===== config.mk =====
export PLATFORM = sky130hd
export DESIGN_NAME = lcd_win_ctrl
export DESIGN_NICKNAME = d
export VERILOG_FILES = /design/src/rtl/lcd_pkg.sv /design/src/rtl/lcd_addr_gen.sv /design/src/rtl/lcd_win_ctrl.sv
export SDC_FILE = /design/constraint.sdc
export NUM_CORES = 1
export LEC_CHECK = 0
export ABC_AREA = 1
export BUFFER_PORTS_ARGS = -buffer_cell sky130_fd_sc_hd__buf_2
export CAP_MARGIN = 10
export CORE_UTILIZATION = 40
export CTS_CLUSTER_DIAMETER = 200
export DETAILED_ROUTE_END_ITERATION = 10
export HOLD_SLACK_MARGIN = 0.1
export PLACE_DENSITY = 0.52
export SYNTH_ARGS = -nofsm -noshare
export SYNTH_HDL_FRONTEND = slang
export SYNTH_SLANG_ARGS = --single-unit

===== constraint.sdc =====
create_clock -name clk -period 3.17 [get_ports clk]
set_input_delay 0.4755 -clock clk [delete_from_list [all_inputs] [get_ports clk]]
set_output_delay 0.4755 -clock clk [all_outputs]
set_load 0.05 [all_outputs]

===== src/rtl/lcd_pkg.sv =====
// lcd_pkg: shared command codes, controller states and width helper for the LCD window controller
package lcd_pkg;

    typedef enum logic [3:0] {
        CMD_REFRESH  = 4'd0,
        CMD_LOAD     = 4'd1,
        CMD_ZOOM_IN  = 4'd2,
        CMD_ZOOM_OUT = 4'd3,
        CMD_RIGHT    = 4'd4,
        CMD_LEFT     = 4'd5,
        CMD_UP       = 4'd6,
        CMD_DOWN     = 4'd7,
        CMD_HMIR     = 4'd8,
        CMD_VMIR     = 4'd9
    } cmd_e;

    typedef enum logic [1:0] {
        IDLE,
        LOAD,
        OUT
    } state_e;

    function automatic int clog2_min1(input int v);
        return (v > 1) ? $clog2(v) : 1;
    endfunction

endpackage


===== src/rtl/lcd_addr_gen.sv =====
// lcd_addr_gen: maps an output beat to the raster index of the pixel to display
module lcd_addr_gen
    import lcd_pkg::*;
#(
    parameter int IMG = 8,
    parameter int WIN = 4,
    localparam int OW = clog2_min1(IMG),
    localparam int BW = clog2_min1(WIN * WIN),
    localparam int AW = clog2_min1(IMG * IMG)
) (
    input  logic          i_mag,
    input  logic [OW-1:0] i_ox,
    input  logic [OW-1:0] i_oy,
    input  logic          i_hmir,
    input  logic          i_vmir,
    input  logic [BW-1:0] i_beat,
    output logic [AW-1:0] o_idx
);

    localparam int S = IMG / WIN;

    int w_r, w_c, w_rm, w_cm, w_idx;

    // Beat -> window row/col, mirror within the window, then magnified crop or decimated full view
    always_comb begin
        w_r   = int'(i_beat) / WIN;
        w_c   = int'(i_beat) % WIN;
        w_rm  = i_vmir ? WIN - 1 - w_r : w_r;
        w_cm  = i_hmir ? WIN - 1 - w_c : w_c;
        w_idx = i_mag ? (int'(i_oy) + w_rm) * IMG + int'(i_ox) + w_cm
                      : w_rm * S * IMG + w_cm * S;
        o_idx = w_idx[AW-1:0];
    end

endmodule


===== src/rtl/lcd_win_ctrl.sv =====
// lcd_win_ctrl: loads an IMG x IMG image and streams a WIN x WIN zoomed/panned/mirrored window
module lcd_win_ctrl
    import lcd_pkg::*;
#(
    parameter int DW  = 8,
    parameter int IMG = 8,
    parameter int WIN = 4
) (
    input  logic          clk,
    input  logic          reset,
    input  logic [3:0]    cmd,
    input  logic          cmd_valid,
    input  logic [DW-1:0] datain,
    output logic [DW-1:0] dataout,
    output logic          output_valid,
    output logic          busy
);

    localparam int N  = IMG * IMG;
    localparam int W  = WIN * WIN;
    localparam int OW = clog2_min1(IMG);
    localparam int BW = clog2_min1(W);
    localparam int AW = clog2_min1(N);
    localparam logic [OW-1:0] OMAX  = OW'(IMG - WIN);
    localparam logic [OW-1:0] OCTR  = OW'((IMG - WIN) / 2);
    localparam logic [BW-1:0] BLAST = BW'(W - 1);
    localparam logic [AW-1:0] ALAST = AW'(N - 1);

    state_e        r_state;
    logic [DW-1:0] r_mem [N];
    logic [DW-1:0] r_dout;
    logic          r_valid;
    logic          r_busy;
    logic          r_mag;
    logic          r_hmir;
    logic          r_vmir;
    logic [OW-1:0] r_ox;
    logic [OW-1:0] r_oy;
    logic [BW-1:0] r_beat;
    logic [AW-1:0] r_lcnt;
    logic [AW-1:0] w_idx;

    assign dataout      = r_dout;
    assign output_valid = r_valid;
    assign busy         = r_busy;

    lcd_addr_gen #(
        .IMG (IMG),
        .WIN (WIN)
    ) u_addr (
        .i_mag  (r_mag),
        .i_ox   (r_ox),
        .i_oy   (r_oy),
        .i_hmir (r_hmir),
        .i_vmir (r_vmir),
        .i_beat (r_beat),
        .o_idx  (w_idx)
    );

    // Command decode, pixel load and window streaming; busy/valid drop together one edge after the last beat
    always_ff @(posedge clk) begin
        if (!reset) begin
            r_state <= IDLE;
            r_dout  <= '0;
            r_valid <= 1'b0;
            r_busy  <= 1'b0;
            r_mag   <= 1'b0;
            r_hmir  <= 1'b0;
            r_vmir  <= 1'b0;
            r_ox    <= '0;
            r_oy    <= '0;
            r_beat  <= '0;
            r_lcnt  <= '0;
            for (int i = 0; i < N; i++) r_mem[i] <= '0;
        end else begin
            case (r_state)
                IDLE: begin
                    r_valid <= 1'b0;
                    r_busy  <= 1'b0;
                    if (cmd_valid && !r_busy && cmd <= CMD_VMIR) begin
                        r_busy  <= 1'b1;
                        r_beat  <= '0;
                        r_lcnt  <= '0;
                        r_state <= (cmd == CMD_LOAD) ? LOAD : OUT;
                        case (cmd)
                            CMD_LOAD: begin
                                r_mag  <= 1'b0;
                                r_hmir <= 1'b0;
                                r_vmir <= 1'b0;
                                r_ox   <= '0;
                                r_oy   <= '0;
                            end
                            CMD_ZOOM_IN: begin
                                r_mag <= 1'b1;
                                r_ox  <= OCTR;
                                r_oy  <= OCTR;
                            end
                            CMD_ZOOM_OUT: begin
                                r_mag <= 1'b0;
                                r_ox  <= '0;
                                r_oy  <= '0;
                            end
                            CMD_RIGHT: if (r_mag && r_ox != OMAX) r_ox <= r_ox + 1'b1;
                            CMD_LEFT:  if (r_mag && r_ox != '0)   r_ox <= r_ox - 1'b1;
                            CMD_DOWN:  if (r_mag && r_oy != OMAX) r_oy <= r_oy + 1'b1;
                            CMD_UP:    if (r_mag && r_oy != '0)   r_oy <= r_oy - 1'b1;
                            CMD_HMIR:  r_hmir <= !r_hmir;
                            CMD_VMIR:  r_vmir <= !r_vmir;
                            default: ;
                        endcase
                    end
                end
                LOAD: begin
                    r_mem[r_lcnt] <= datain;
                    r_lcnt        <= r_lcnt + 1'b1;
                    if (r_lcnt == ALAST) r_state <= OUT;
                end
                OUT: begin
                    r_dout  <= r_mem[w_idx];
                    r_valid <= 1'b1;
                    r_beat  <= r_beat + 1'b1;
                    if (r_beat == BLAST) r_state <= IDLE;
                end
                default: r_state <= IDLE;
            endcase
        end
    end

endmodule


==> metrics.md, run 1 <==
| Metric | Value |
|---|---|
| Crit path launch type | `flop` |
| Pre-CTS setup slack | `58.4 ps` |
| Register area share after synthesis | `59.2%` |
| Crit. End Element | `flop` |
| Finished Layout Cells | `just under 4000` |
| Residual DRC | `0` |
| Post-route ant nets | `0` |
| Clk root buf | `clkbuf_16` |
| Largest stage delay on the critical path | `510 ps` |
| Die X | `~260 um` |
| # port buffers | `24` |
| Placed Cells | `3850` |
| Max frequency | `322 MHz` |
| Tmin final | `3100 ps` |
| Worst path slowest cell | `fa_1` |
| Vias in the first global route | `about 21000` |
| Seq pwr share | `47.8%` |
| Worst R2R End | `dataout[7]$_SDFFE_PN0P_` |
| Crit path max fanout | `40` |
| Share of cells above drive strength 1 | `between 9 and 10%` |
| Maxcap violations | `0` |
| RSZ-0062 raised after global routing | `yes` |
| Worst r2r src | `r_hmir$_SDFFE_PN0P_` |
| Post CTS Setup Buffer Count | `0` |
| Cell repeated most along the worst path | `nand3_1` |
| GRT Total Usage | `24.8%` |
| Ys async rst share | `0%` |
| Area of the die | `0.0686 sq mm` |
| PwrDens | `~560 mW/mm^2` |
| Clock Sinks | `543` |
| DRT Pass-1 Iters | `5` |
| First DRT Iteration DRCs | `2080` |
| Cells after Synth | `3077` |
| Syn Std Cell Area | `0.0270 sq mm` |
| Synth area leader | `edfxtp_1` |
| # IOs | `25` |
| Worst reg2reg setup slack | `roughly 69 ps` |
| Vias per cell | `5.39` |
| Routed length per instance | `21.4 um` |
| # resized after CTS | `0` |
| DP HPWL | `54900 um` |
| Initial Util | `40.7%` |
| YS warnings | `0` |
| Antenna violations before repair | `1` |
| Worst EP arrival | `3590 ps` |
| Combinational Power Share | `roughly a tenth` |
| Slew Limit Fails | `0` |
| Area contributors post-synth | `edfxtp_1 (57%), nand2_1 (13%), nand3_1 (9.5%)` |
| Ys flop type | `edfxtp_1` |
| Worst Setup Path Type | `flop to flop` |
| Setup ws final | `68.7 ps` |
| Mux share of post-synthesis cell area | `0%` |
| Layout Nets | `3072` |
| Total number of vias | `around 21000` |
| Hold path startpoint | `cmd[1]` |
| Critical Path RT | `3650 ps` |
| Setup violations, final | `0` |
| Count leader, synth | `nand2_1` |
| Slew margin rel. | `around 22%` |
| Yosys cell types | `41` |
| Final period utilization | `97.8%` |
| WL final | `roughly 85000 um` |
| Worst hold path cell count | `4` |
| CORE AREA | `roughly 0.066 sq mm` |
| Syn_nets | `3101` |
| Row Count | `94` |
| Clock transition at path regs | `60 ps` |
| Switching pwr | `4.32 mW` |
| Simple-gate share of the synthesized area | `roughly 33%` |
| Top cells by count, synth | `nand2_1 (938), nor2_1 (533), nand3_1 (514)` |
| Clock power frac | `41.8%` |
| Critical path cell sequence | `inv_2, nand2_1, nand2_1, ha_4, fa_1, nand2_4, buf_12, buf_12, nand3_1, nand3_1, nand3_1, nand3_1, nand3_1, nand3_1, a21oi_1` |
| WP buf/inv | `3` |
| TritonCTS clock tree | `yes` |
| Stages on the worst setup path | `15` |
| Num CTS Buffers | `59` |
| Seq cells post-synth | `around 540` |
| Int Power | `12.7 mW` |
| R2r worst-path depth | `15` |
| Sw Ratio | `25.3%` |
| Max VDD drop | `0.471 mV` |
| H-tree level count | `2` |
| Setup TNS | `0 ps` |
| Clock Skews | `19.8 ps` |
| Largest family of logic cells by synthesized area | `simple AND/OR/NAND/NOR gates` |
| Crit path launch | `r_hmir$_SDFFE_PN0P_` |
| Synth Area in XOR/XNOR | `0.259%` |
| CTS max path bufs | `3` |
| Clock Latency Late Sink | `roughly 620 ps` |
| First-pass GRT wire length | `between 100000 and 150000 um` |
| Post-synthesis compound-gate area fraction | `1.38%` |
| Syn avg cell area | `8.78 sq um` |
| Final Util | `45.8%` |
| Grt total ovfl | `0` |
| Final Hold Vio Count | `0` |
| Run status | `finished clean` |
| Hold_buf cts | `0` |
| Hold Path Class | `input pin to flop` |
| Largest net degree at the start of global routing | `118` |
| Post-synth EDFFs | `512` |
| GP Congestion | `about 0.92` |
| P_leak | `13.2 nW` |
| Post-synthesis adder-cell area fraction | `0.528%` |
| CP top delay family | `simple AND/OR/NAND/NOR gates` |
| Area added between synthesis and finish | `12.5%` |
| CP endpoint | `dataout[7]$_SDFFE_PN0P_` |
| Post-synth top area share | `56.9%` |
| Slew @ Worst Pin | `1150 ps` |
| Die H | `262 um` |
## power groups by stage
stage                     Sequential (mW)  Clock (mW)  Combinational (mW)
after CTS                            8.15        7.23                1.73
final                                8.15        7.13                1.77
after global routing                 8.17        7.46                1.91
after detailed placement             8.30           0                1.72
after floorplan                      8.30           0                1.07
after global placement               8.29           0                1.72
## worst min-delay path: cells and delay by family
family | cells | cell delay (ps)
buffers and inverters | 1 | 120
AOI/OAI and AO/OA | 1 | 60
and+or+nand+nor | 2 | 160
## logic make-up after synthesis
| kind of cell | count (synthesis) |
|---|---|
| xor gates and xnor gates | 8 |
| adders and majority gates | 9 |
| DFF | 543 |
| buffers and inverters | 368 |
| and+or+nand+nor | 2084 |
| AOI/OAI and AO/OA | 65 |
## sequential cells by signal, indices dropped and copies added, names as in the netlist
signal	count
r_vmir	1
dataout	8
r_mem	512
r_hmir	1
r_beat	4
r_mag	1
r_state	2
r_ox	3
r_lcnt	6
busy	1
r_oy	3
output_valid	1
## metrics by stage
stage	instance area, sq um	power, mW	hold WS, ps
4_1_cts	30300	17.1	206
3_3_place_gp	28400	10.0	469
3_5_place_dp	28400	10.0	467
2_1_floorplan	27000	9.37	482
5_1_grt	30400	17.5	280
6_report	30400	17.0	242
## cell type report
class,instances,area [sq um]
fill,6499,35900
clock buffer,77,1590
inverter,163,612
clock inverter,32,379
timing repair buffer,115,1200
antenna,1,2.50
tap,864,1080
sequential,543,16000
multi-input combinational,2166,9530
## layer usage
layer | share of wire, % | up-vias | global-route usage [%]
li1 | - | 10100 | -
met4 | 2.7 | 0 | 7.82
met2 | 48 | 710 | 41.0
met1 | 43 | 10500 | 33.6
met5 | 0 | - | 0
met3 | 6.4 | 131 | 3.44
## layout by cell type, fill, tap and decap left out, drive strengths merged, types with 9 or more instances in the layout
master  Yosys  layout
nor2      546     546
o21ai      25      25
a21oi      29      29
nand3     515     515
inv       162     163
dfxtp      31      31
bufinv      0       9
nor3       13      13
clkbuf     99      78
buf       106     114
clkinv      1      21
nand2     997     997
edfxtp    512     512
## how the worst min path moves through the flow
stage,endpoint,slack [ps]
after CTS,r_state[0]$_SDFFE_PN0P_,210
after global placement,dataout[5]$_SDFFE_PN0P_,470
after floorplan,r_oy[2]$_SDFFE_PN0P_,480
after detailed placement,dataout[4]$_SDFFE_PN0P_,470
final,r_state[0]$_SDFFE_PN0P_,240
after global routing,r_state[0]$_SDFFE_PN0P_,280
Note: power is estimated with default switching activity, not from simulation.
==> inputs of run 2 (changes only) <==
--- a/config.mk
+++ b/config.mk
@@ -12,7 +12,8 @@
 export CTS_CLUSTER_DIAMETER = 200
 export DETAILED_ROUTE_END_ITERATION = 10
 export HOLD_SLACK_MARGIN = 0.1
-export PLACE_DENSITY = 0.52
+export PLACE_DENSITY = 0.54
+export SLEW_MARGIN = 30
 export SYNTH_ARGS = -nofsm -noshare
 export SYNTH_HDL_FRONTEND = slang
 export SYNTH_SLANG_ARGS = --single-unit
==> run 2 against run 1 <==
Against the previous run:
- flip-flop and latch count stayed put
- non-clock buffer count is 17 lower
- critical path depth is 1 higher
- wire length is 0.70% lower
- largest power group unchanged
- final cell count is 0.38% lower
- register-to-register slack better by 80 ps
==> metrics.md, run 2 (synthesized netlist as in run 1, its figures left out) <==
| Metric | Value |
|---|---|
| Final period utilization | `95.4% (-2.5 points)` |
| Clk root buf | `clkbuf_16` |
| TritonCTS clock tree | `yes` |
| First-pass GRT wire length | `126000 um (-0.97%)` |
| Row Count | `94 (unchanged)` |
| Crit. End Element | `flop` |
| Die X | `262 um (unchanged)` |
| Layout Nets | `3056 (-0.52%)` |
| Antenna violations before repair | `2 (+1)` |
| Routed length per instance | `21.3 um (-0.33%)` |
| Total number of vias | `21600 (+1.0%)` |
| Die H | `262 um (unchanged)` |
| WL final | `84200 um (-0.70%)` |
| # resized after CTS | `0 (unchanged)` |
| PwrDens | `560 mW/mm^2 (-0.16%)` |
| Crit path launch type | `flop` |
| Share of cells above drive strength 1 | `9.54% (-0.44 points)` |
| CTS max path bufs | `3 (unchanged)` |
| Worst EP arrival | `3560 ps (-30 ps)` |
| Residual DRC | `0 (unchanged)` |
| Vias per cell | `5.47 (+1.4%)` |
| Vias in the first global route | `20500 (-1.2%)` |
| Hold Path Class | `input pin to flop` |
| Final Util | `45.5% (-0.30 points)` |
| Tmin final | `3020 ps (-78.4 ps)` |
| Finished layout cell area | `0.0302 sq mm (-0.65%)` |
| Pre-CTS setup slack | `115 ps (+57.0 ps)` |
| # port buffers | `24 (unchanged)` |
| Biggest register | `r_mem` |
| Num CTS Buffers | `60 (+1.7%)` |
| Setup violations, final | `0 (unchanged)` |
| # IOs | `25 (unchanged)` |
| WHS | `243 ps (+0.841 ps)` |
| Commonest non-fill, non-tap cell in the layout | `nand2_1` |
| Hold_buf cts | `0 (unchanged)` |
| DRT Pass-1 Iters | `6 (+1)` |
| Post CTS Setup Buffer Count | `0 (unchanged)` |
| Area of the die | `0.0686 sq mm (unchanged)` |
| Antenna diodes | `0 (-1)` |
| Post-DP Area | `0.0282 sq mm (-0.63%)` |
| P_leak | `13.0 nW (-0.96%)` |
| Clock transition at path regs | `70 ps (about the same)` |
| DP HPWL | `52500 um (-4.3%)` |
| Grt total ovfl | `0 (unchanged)` |
| Slew margin rel. | `37.9% (+15 points)` |
| Area added between synthesis and finish | `11.8%` |
| Worst reg2reg setup slack | `150 ps (+80 ps)` |
| First DRT Iteration DRCs | `2305 (+11%)` |
| GP Congestion | `0.905 (-1.2%)` |
| Largest register FFs | `512 (unchanged)` |
| Initial Util | `40.7% (unchanged)` |
| Clock Latency Late Sink | `630 ps (about the same)` |
| Max VDD drop | `0.398 mV (-16%)` |
| Crit path max fanout | `36 (-10%)` |
| Clock Skews | `30.4 ps (+10.5 ps)` |
| Max frequency | `331 MHz (+2.6%)` |
| GRT Total Usage | `24.5% (-0.26 points)` |
| Final Hold Vio Count | `0 (unchanged)` |
| Slew Limit Fails | `0 (unchanged)` |
| Fill count | `6493 (-0.092%)` |
| Worst Setup Path Type | `flop to flop` |
| Tot Pwr | `16.9 mW (-0.81%)` |
| Finished Layout Cells | `3946 (-0.38%)` |
| CORE AREA | `0.0663 sq mm (unchanged)` |
| Clock Sinks | `543 (unchanged)` |
| Run status | `finished clean` |
| Post-route ant nets | `0 (unchanged)` |
| Largest net degree at the start of global routing | `141 (+19%)` |
| Placed Cells | `3833 (-0.44%)` |
| Setup TNS | `0 ps (unchanged)` |
| Most frequent cells in the layout | `nand2_1 (934), nor2_1 (533), nand3_1 (514)` |
| Setup ws final | `147 ps (+78.4 ps)` |
| Slew @ Worst Pin | `931 ps (-224 ps)` |
| H-tree level count | `2 (unchanged)` |
| Critical Path RT | `3710 ps (+60 ps)` |
| Maxcap violations | `0 (unchanged)` |
==> run 2: path summary, 6_finish.rpt <==
path                        endpoint  cells past startpoint               startpoint
min reg2reg  dataout[5]$_SDFFE_PN0P_                      2  dataout[5]$_SDFFE_PN0P_
max          dataout[6]$_SDFFE_PN0P_                     16      r_hmir$_SDFFE_PN0P_
min          r_state[0]$_SDFFE_PN0P_                      4                   cmd[1]
max reg2reg  dataout[6]$_SDFFE_PN0P_                     16      r_hmir$_SDFFE_PN0P_
==> run 2: final cells by class <==
type | instances | area (sq um) | area share, %
Clock buffer | 75 | 1610 | 5.33
Clock inverter | 37 | 350 | 1.16
Inverter | 163 | 612 | 2.03
Multi-Input combinational cell | 2166 | 9530 | 31.6
Sequential cell | 543 | 16000 | 53.0
Tap cell | 864 | 1080 | 3.58
Timing Repair Buffer | 98 | 1020 | 3.37
==> run 2: layer usage <==
| layer | up-vias | wire (um) | global-route usage [%] |
|---|---|---|---|
| met4 | 4 | 3260 | 9.44 |
| met1 | 10500 | 35600 | 33.5 |
| met2 | 834 | 39600 | 39.5 |
| li1 | 10000 | - | - |
| met3 | 169 | 5720 | 3.53 |
| met5 | - | 25 | 0 |
==> run 2: worst max-delay path, cell delays in order (launching register included) <==
cell and delay [ps]:
dfxtp_1 430, inv_2 90, nand2_1 90, nand2_1 90
ha_4 170, fa_1 560, nand2_2 150, nand2_8 210
buf_16 240, nand2_1 110, nand2_1 90, nand2_1 60
nand3_1 110, nand3_1 80, nand3_1 180, nand3_1 90
a21oi_1 140
==> run 2: power breakdown <==
group / internal, mW / switching (mW) / total, mW
Clock: 4.07 / 2.95 / 7.02
Sequential: 8.06 / 0.0934 / 8.15
Combinational: 0.415 / 1.32 / 1.74
